[src/rtl/lab2_cmd_parser_if.sv]
// Command-parser bus: UART RX byte stream and adder handshake in, parsed
// operands / strobes out. The parser sits on the slave modport; whatever
// feeds it (UART RX plus adder stage) uses the master modport.
interface lab2_cmd_parser_if;
    logic [7:0] i_rx_data;
    logic       i_rx_valid;
    logic       i_result_rdy;
    logic [7:0] o_r1;
    logic [7:0] o_r2;
    logic       o_substract;
    logic       o_data_rdy;
    logic       o_busy;
    logic       o_err;
    logic [7:0] o_echo_data;
    logic       o_echo_valid;

    modport master (
        output i_rx_data, i_rx_valid, i_result_rdy,
        input  o_r1, o_r2, o_substract, o_data_rdy, o_busy, o_err,
        input  o_echo_data, o_echo_valid
    );

    modport slave (
        input  i_rx_data, i_rx_valid, i_result_rdy,
        output o_r1, o_r2, o_substract, o_data_rdy, o_busy, o_err,
        output o_echo_data, o_echo_valid
    );
endinterface

[src/rtl/lab2_cmd_parser.sv]
// Lab2 command parser: turns "<digit><op><digit><term>" byte streams into
// operand chars, subtract flag and a one-cycle data-ready strobe for the hex
// adder, then holds off until the adder answers or a timeout expires.
// Optional echo of accepted characters is enabled with `define PARSER_ECHO_EN.
module lab2_cmd_parser #(
    parameter int TIMEOUT_CYCLES = 64
) (
    input  logic              clk,
    input  logic              rst,
    lab2_cmd_parser_if.slave  bus
);

    typedef enum logic [2:0] {
        S_IDLE  = 3'd0,
        S_OPER  = 3'd1,
        S_OP2   = 3'd2,
        S_TERM  = 3'd3,
        S_ISSUE = 3'd4,
        S_WAIT  = 3'd5
    } state_t;

    localparam logic [7:0] CNT_LAST = 8'(TIMEOUT_CYCLES - 1);

    // Uppercase A-F is accepted alongside 0-9 and a-f.
    function automatic logic is_digit(input logic [7:0] b);
        return ((b >= 8'h30) && (b <= 8'h39)) ||
               ((b >= 8'h61) && (b <= 8'h66)) ||
               ((b >= 8'h41) && (b <= 8'h46));
    endfunction

    // Operands are always stored lowercase so the adder sees one char set.
    function automatic logic [7:0] to_lower(input logic [7:0] b);
        return ((b >= 8'h41) && (b <= 8'h46)) ? (b + 8'h20) : b;
    endfunction

    function automatic logic is_op(input logic [7:0] b);
        return (b == 8'h2B) || (b == 8'h2D);
    endfunction

    function automatic logic is_term(input logic [7:0] b);
        return (b == 8'h3D) || (b == 8'h0D);
    endfunction

    state_t     state_r, state_nxt_s;
    logic [7:0] cnt_r, cnt_nxt_s;
    logic       ld_r1_s, ld_r2_s, ld_sub_s, set_err_s, clr_err_s, echo_s;
    logic       space_s, esc_s;
    logic [7:0] r1_r, r2_r;
    logic       sub_r, data_rdy_r, busy_r, err_r;

    assign space_s = bus.i_rx_valid && (bus.i_rx_data == 8'h20);
    assign esc_s   = bus.i_rx_valid && (bus.i_rx_data == 8'h1B);

    // State and timeout counter registers.
    always_ff @(posedge clk) begin
        if (rst) begin
            state_r <= S_IDLE;
            cnt_r   <= 8'd0;
        end else begin
            state_r <= state_nxt_s;
            cnt_r   <= cnt_nxt_s;
        end
    end

    // Next-state decode and per-byte load/error/echo controls.
    always_comb begin
        state_nxt_s = state_r;
        cnt_nxt_s   = cnt_r;
        ld_r1_s     = 1'b0;
        ld_r2_s     = 1'b0;
        ld_sub_s    = 1'b0;
        set_err_s   = 1'b0;
        clr_err_s   = 1'b0;
        echo_s      = 1'b0;
        case (state_r)
            S_IDLE, S_OPER, S_OP2, S_TERM: begin
                if (!bus.i_rx_valid || space_s) begin
                    state_nxt_s = state_r;
                end else if (esc_s) begin
                    state_nxt_s = S_IDLE;
                end else if ((state_r == S_IDLE) && is_digit(bus.i_rx_data)) begin
                    ld_r1_s     = 1'b1;
                    clr_err_s   = 1'b1;
                    echo_s      = 1'b1;
                    state_nxt_s = S_OPER;
                end else if ((state_r == S_OPER) && is_op(bus.i_rx_data)) begin
                    ld_sub_s    = 1'b1;
                    echo_s      = 1'b1;
                    state_nxt_s = S_OP2;
                end else if ((state_r == S_OP2) && is_digit(bus.i_rx_data)) begin
                    ld_r2_s     = 1'b1;
                    echo_s      = 1'b1;
                    state_nxt_s = S_TERM;
                end else if ((state_r == S_TERM) && is_term(bus.i_rx_data)) begin
                    echo_s      = 1'b1;
                    state_nxt_s = S_ISSUE;
                end else begin
                    set_err_s   = 1'b1;
                    state_nxt_s = S_IDLE;
                end
            end
            S_ISSUE: begin
                state_nxt_s = S_WAIT;
                cnt_nxt_s   = 8'd0;
            end
            S_WAIT: begin
                // Adder answer beats a simultaneous timeout; ESC aborts quietly.
                if (bus.i_result_rdy) begin
                    state_nxt_s = S_IDLE;
                    cnt_nxt_s   = 8'd0;
                end else if (esc_s) begin
                    state_nxt_s = S_IDLE;
                    cnt_nxt_s   = 8'd0;
                end else if (cnt_r == CNT_LAST) begin
                    set_err_s   = 1'b1;
                    state_nxt_s = S_IDLE;
                    cnt_nxt_s   = 8'd0;
                end else begin
                    cnt_nxt_s   = cnt_r + 8'd1;
                end
            end
            default: begin
                state_nxt_s = S_IDLE;
                cnt_nxt_s   = 8'd0;
            end
        endcase
    end

    // Registered outputs; strobe and busy are derived from the next state so
    // they line up with the ISSUE/WAIT cycles themselves.
    always_ff @(posedge clk) begin
        if (rst) begin
            r1_r       <= 8'h00;
            r2_r       <= 8'h00;
            sub_r      <= 1'b0;
            data_rdy_r <= 1'b0;
            busy_r     <= 1'b0;
            err_r      <= 1'b0;
        end else begin
            if (ld_r1_s) r1_r <= to_lower(bus.i_rx_data);
            if (ld_r2_s) r2_r <= to_lower(bus.i_rx_data);
            if (ld_sub_s) sub_r <= (bus.i_rx_data == 8'h2D);
            data_rdy_r <= (state_nxt_s == S_ISSUE);
            busy_r     <= (state_nxt_s == S_ISSUE) || (state_nxt_s == S_WAIT);
            if (set_err_s) begin
                err_r <= 1'b1;
            end else if (clr_err_s) begin
                err_r <= 1'b0;
            end
        end
    end

    assign bus.o_r1        = r1_r;
    assign bus.o_r2        = r2_r;
    assign bus.o_substract = sub_r;
    assign bus.o_data_rdy  = data_rdy_r;
    assign bus.o_busy      = busy_r;
    assign bus.o_err       = err_r;

`ifdef PARSER_ECHO_EN
    logic [7:0] echo_data_r;
    logic       echo_valid_r;

    // Echo accepted characters exactly as received, one-cycle pulse.
    always_ff @(posedge clk) begin
        if (rst) begin
            echo_data_r  <= 8'h00;
            echo_valid_r <= 1'b0;
        end else begin
            echo_valid_r <= echo_s;
            if (echo_s) echo_data_r <= bus.i_rx_data;
        end
    end

    assign bus.o_echo_data  = echo_data_r;
    assign bus.o_echo_valid = echo_valid_r;
`else
    logic unused_echo_s;
    assign unused_echo_s    = echo_s;
    assign bus.o_echo_data  = 8'h00;
    assign bus.o_echo_valid = 1'b0;
`endif

endmodule

[src/flat_wrapper.sv]
// flat-port wrapper written by rule: the top's interface ports become plain ports
module lab2_cmd_parser_flat 
#(
    parameter int TIMEOUT_CYCLES = 64
)
  (clk, rst, bus_i_rx_data, bus_i_rx_valid, bus_i_result_rdy, bus_o_r1, bus_o_r2, bus_o_substract, bus_o_data_rdy, bus_o_busy, bus_o_err, bus_o_echo_data, bus_o_echo_valid);
  lab2_cmd_parser_if bus_i ();
  input  logic clk;
  input  logic rst;
  input wire logic [$bits(bus_i.i_rx_data)-1:0] bus_i_rx_data;
  input wire logic [$bits(bus_i.i_rx_valid)-1:0] bus_i_rx_valid;
  input wire logic [$bits(bus_i.i_result_rdy)-1:0] bus_i_result_rdy;
  output wire logic [$bits(bus_i.o_r1)-1:0] bus_o_r1;
  output wire logic [$bits(bus_i.o_r2)-1:0] bus_o_r2;
  output wire logic [$bits(bus_i.o_substract)-1:0] bus_o_substract;
  output wire logic [$bits(bus_i.o_data_rdy)-1:0] bus_o_data_rdy;
  output wire logic [$bits(bus_i.o_busy)-1:0] bus_o_busy;
  output wire logic [$bits(bus_i.o_err)-1:0] bus_o_err;
  output wire logic [$bits(bus_i.o_echo_data)-1:0] bus_o_echo_data;
  output wire logic [$bits(bus_i.o_echo_valid)-1:0] bus_o_echo_valid;
  assign bus_i.i_rx_data = bus_i_rx_data;
  assign bus_i.i_rx_valid = bus_i_rx_valid;
  assign bus_i.i_result_rdy = bus_i_result_rdy;
  assign bus_o_r1 = bus_i.o_r1;
  assign bus_o_r2 = bus_i.o_r2;
  assign bus_o_substract = bus_i.o_substract;
  assign bus_o_data_rdy = bus_i.o_data_rdy;
  assign bus_o_busy = bus_i.o_busy;
  assign bus_o_err = bus_i.o_err;
  assign bus_o_echo_data = bus_i.o_echo_data;
  assign bus_o_echo_valid = bus_i.o_echo_valid;
  lab2_cmd_parser #(.TIMEOUT_CYCLES(TIMEOUT_CYCLES)) u_core (.clk(clk), .rst(rst), .bus(bus_i));
endmodule
[config.mk]
export PLATFORM = sky130hd
export DESIGN_NAME = lab2_cmd_parser_flat
export DESIGN_NICKNAME = d
export VERILOG_FILES = /design/src/rtl/lab2_cmd_parser_if.sv /design/src/rtl/lab2_cmd_parser.sv /design/src/flat_wrapper.sv
export SDC_FILE = /design/constraint.sdc
export NUM_CORES = 1
export LEC_CHECK = 0
export ABC_AREA = 1
export CAP_MARGIN = 0
export CORE_ASPECT_RATIO = 1.1
export CORE_UTILIZATION = 45
export CTS_CLUSTER_SIZE = 40
export DETAILED_ROUTE_END_ITERATION = 6
export GPL_TIMING_DRIVEN = 0
export HOLD_SLACK_MARGIN = 0.15
export PLACE_DENSITY = 0.74
export SKIP_CTS_REPAIR_TIMING = 1
export SKIP_LAST_GASP = 1
export SYNTH_ARGS = -nofsm -noshare
export SYNTH_HDL_FRONTEND = slang
export SYNTH_SLANG_ARGS = --single-unit
export TNS_END_PERCENT = 50
[constraint.sdc]
create_clock -name clk -period 3.9 [get_ports clk]
set_input_delay 0.78 -clock clk [delete_from_list [all_inputs] [get_ports clk]]
set_output_delay 0.78 -clock clk [all_outputs]
set_load 0.05 [all_outputs]
==> metrics.yaml <==
outcome:
  outcome: "complete, no violations"
route:
  num_vias: 1658
  drc: 0
  wire_per_inst_um: 10.8
  drtPass1Iterations: 4
  dr.first_iter.drc_count: 44
  drt_wl_total_um: 3690
  ant_nets: 0
  detail_route.vias_per_cell: 4.85
power_and_ir_drop:
  p_switching_mw: 0.212
  power.share.clock: 0.420
  sw_frac_of_total: 0.270
  powerDensity_mw_per_mm2: 352
  pwr-share-comb: 0.161
  internal_power_mw: 0.572
  leakagePower_nw: 0.966
  sequentialPowerShare: 0.418
  ir_worst_vdd_v: 0.000181
synthesis:
  synth.yosys.warnings: 0
  synth_cells: 245
  syn_area_mm2: 0.00170
  synth.area.top_cells: "dfxtp_1 (36%), nand2_1 (10%), inv_1 (7.7%), a21oi_1 (6.8%), nand3_1 (5.0%)"
  synth_top_area_frac: 0.364
  ys_seq_area_frac: 0.364
  synth_top_cell_by_area: "dfxtp_1"
  syn_avg_cell_area_um2: 6.96
  synth_cell_types: 33
  ys_ff_latch: 31
cts:
  worstSkewPairLatency_ps: 280
  clk_path_buf_depth: 2
  cts_made_buffers: 5
  cts_tree: "yes"
  clkSinkCount: 31
  h-tree-depth: 2
  cts-root-buf: "clkbuf_8"
  clk_pin_slew_ps: 60
critical_path:
  cp.buffers_inverters: 2
  path_cells: "clkdlybuf4s50_1 -> inv_1 -> nor3_1 -> nand3_1 -> nand3_1 -> nor2_1 -> o21ai_1 -> a221oi_1"
  r2r-start: "u_core.cnt_r[0]"
  cp_data_required_time_ps: 4040
  critPathLaunchType: "primary input"
  cp-end-kind: "flop"
  timing.rr.end: "u_core.cnt_r[5]"
  path_class: "in2reg"
  worstPathArrival_ps: 2610
  r2r_cells: 8
  cp_common_cell: "nand3_1"
  path_max_fanout: 5
  rrSetupSlack_ps: 2240
  crit_slowest_cell: "clkdlybuf4s50_1"
  critPathTopFamily: "simple AND/OR/NAND/NOR gates"
  cpPeakStageDelay_ps: 540
sta:
  rsz0062_at_grt: "false"
  slew_headroom: 0.677
  fin_skew_ps: 2.79
  post-route-period-util: 0.633
  layout_min_cycle_time_ps: 2470
  fmax_ghz: 0.405
  setup-violations-final: 0
  tightest_slew_ps: 472
  slew_violations: 0
  setup_slack_ps: 1430
  fin_tns_setup_ps: 0
  timing.final.hold_violations: 0
placement:
  io_buffers: 31
  routabilityCongestion: 0.849
  dp_hpwl_um: 2830
  pre_cts_slack_ps: 1130
  postPlaceCellArea_mm2: 0.00211
  dp.cells: 334
finish:
  drive_gt1_frac: 0.120
  area_growth_pct: 30.5
  fin_util: 0.614
  final_common_cell: "nand2_1"
  final_cells: 342
  stdcell_area_mm2: 0.00222
  final_cell_mix: "nand2_1 (46), inv_1 (35), clkdlybuf4s50_1 (31), dfxtp_1 (31), a21oi_1 (23)"
  antenna-diode-count: 0
  final_nets: 306
min_path:
  hp-class: "reg2reg"
  worstHoldPathCells: 2
  min_from: "u_core.bus.o_r2[0]"
  min_to: "u_core.bus.o_r2[0]"
global_route:
  grt_pass1_wl_um: 5970
  grt.overflow.total: 0
  antenna_found_initial: 0
  grt_pass1_vias: 1433
  grt_start_max_net_pins: 11
  grt_use_total: 0.200
floorplanning:
  die_area_mm2: 0.00404
  start_util: 0.470
  ios: 41
  die_width_um: 60.7
  core_mm2: 0.00363
  rows: 23
  die_h_um: 66.5
run:
  maxCapViolations: 0
flip-flops by register name, summed over array words and instances (netlist names):
register                cells
u_core.bus.o_r1             8
u_core.bus.o_r2             8
u_core.cnt_r                8
u_core.state_r              3
u_core.bus.o_busy           1
u_core.bus.o_data_rdy       1
u_core.bus.o_err            1
u_core.bus.o_substract      1
power by group through the flow:
stage          Clock (mW)  Sequential, mW  Combinational [mW]
3_3_place_gp            0           0.335               0.125
2_1_floorplan           0           0.353              0.0702
6_report            0.329           0.328               0.127
3_5_place_dp            0           0.335               0.126
5_1_grt             0.345           0.329               0.138
4_1_cts             0.333           0.328               0.126
kinds of logic after synthesis:
family | Yosys count | synth area share
DFF | 31 | 0.364
AOI/OAI and AO/OA | 49 | 0.167
adders and majority gates | 3 | 0.0220
buffers and inverters | 53 | 0.148
and+or+nand+nor | 107 | 0.291
xor gates and xnor gates | 1 | 0.00514
other | 1 | 0.00220
layer usage:
metal	track usage	share of wire	wire length (um)
met1	0.219	0.43	1600
met2	0.354	0.50	1830
met3	0.0544	0.047	173
met4	0.0852	0.021	78
met5	0	0	0
worst min-delay path, cell delays in order, from the launching register on:
cell and delay, ps:
dfxtp_1 310, inv_1 40, a21oi_1 50
cell type report:
cell class	instances	area, um^2
fill	358	1400
inverter	38	143
sequential	31	621
clock inverter	2	35.0
multi-input combinational	169	861
tap	50	62.6
timing repair buffer	31	310
buffer	15	110
clock buffer	6	82.6
synthesized netlist by cell type:
cell           count
dlygate4sd1_1      1
o21ai_2            2
a221oi_1           1
buf_6              2
conb_1             1
nor3_1             8
and3_2             1
inv_1             35
a21oi_4            1
nand3_1           17
o21a_1             1
nand3_2            1
ha_1               3
nand2_2            4
dfxtp_1           31
o32ai_1            1
nor2_2             2
nor2_1            22
and3_1             1
a21oi_1           23
o21ai_1            5
nand4_1            3
clkbuf_1           2
nand3_4            2
a2111oi_0          1
buf_4              9
nand2_1           46
xor2_1             1
o211ai_1           1
buf_1              1
a211oi_1           2
o21ai_0           11
inv_2              3
worst max path at each step:
| stage | from | to | slack, ps | depth (start not counted) |
|---|---|---|---|---|
| 2_1_floorplan | bus_i_rx_data[6] | u_core.bus.o_r1[3] | 1980 | 12 |
| 3_3_place_gp | bus_i_rx_data[3] | u_core.cnt_r[5] | 1110 | 8 |
| 3_5_place_dp | bus_i_rx_data[5] | u_core.bus.o_r2[4] | 1130 | 12 |
| 4_1_cts | bus_i_rx_data[5] | u_core.bus.o_r2[4] | 1420 | 12 |
| 5_1_grt | bus_i_rx_data[5] | u_core.bus.o_r2[4] | 1280 | 12 |
| 6_report | bus_i_rx_data[3] | u_core.cnt_r[5] | 1430 | 8 |
through the flow:
stage / power [mW] / hold slack (ps)
finish: 0.784 / 442
detailed placement: 0.461 / 435
global route: 0.812 / 465
floorplan: 0.423 / 463
global placement: 0.460 / 432
CTS: 0.787 / 446
(Power assumes the default switching activity.)
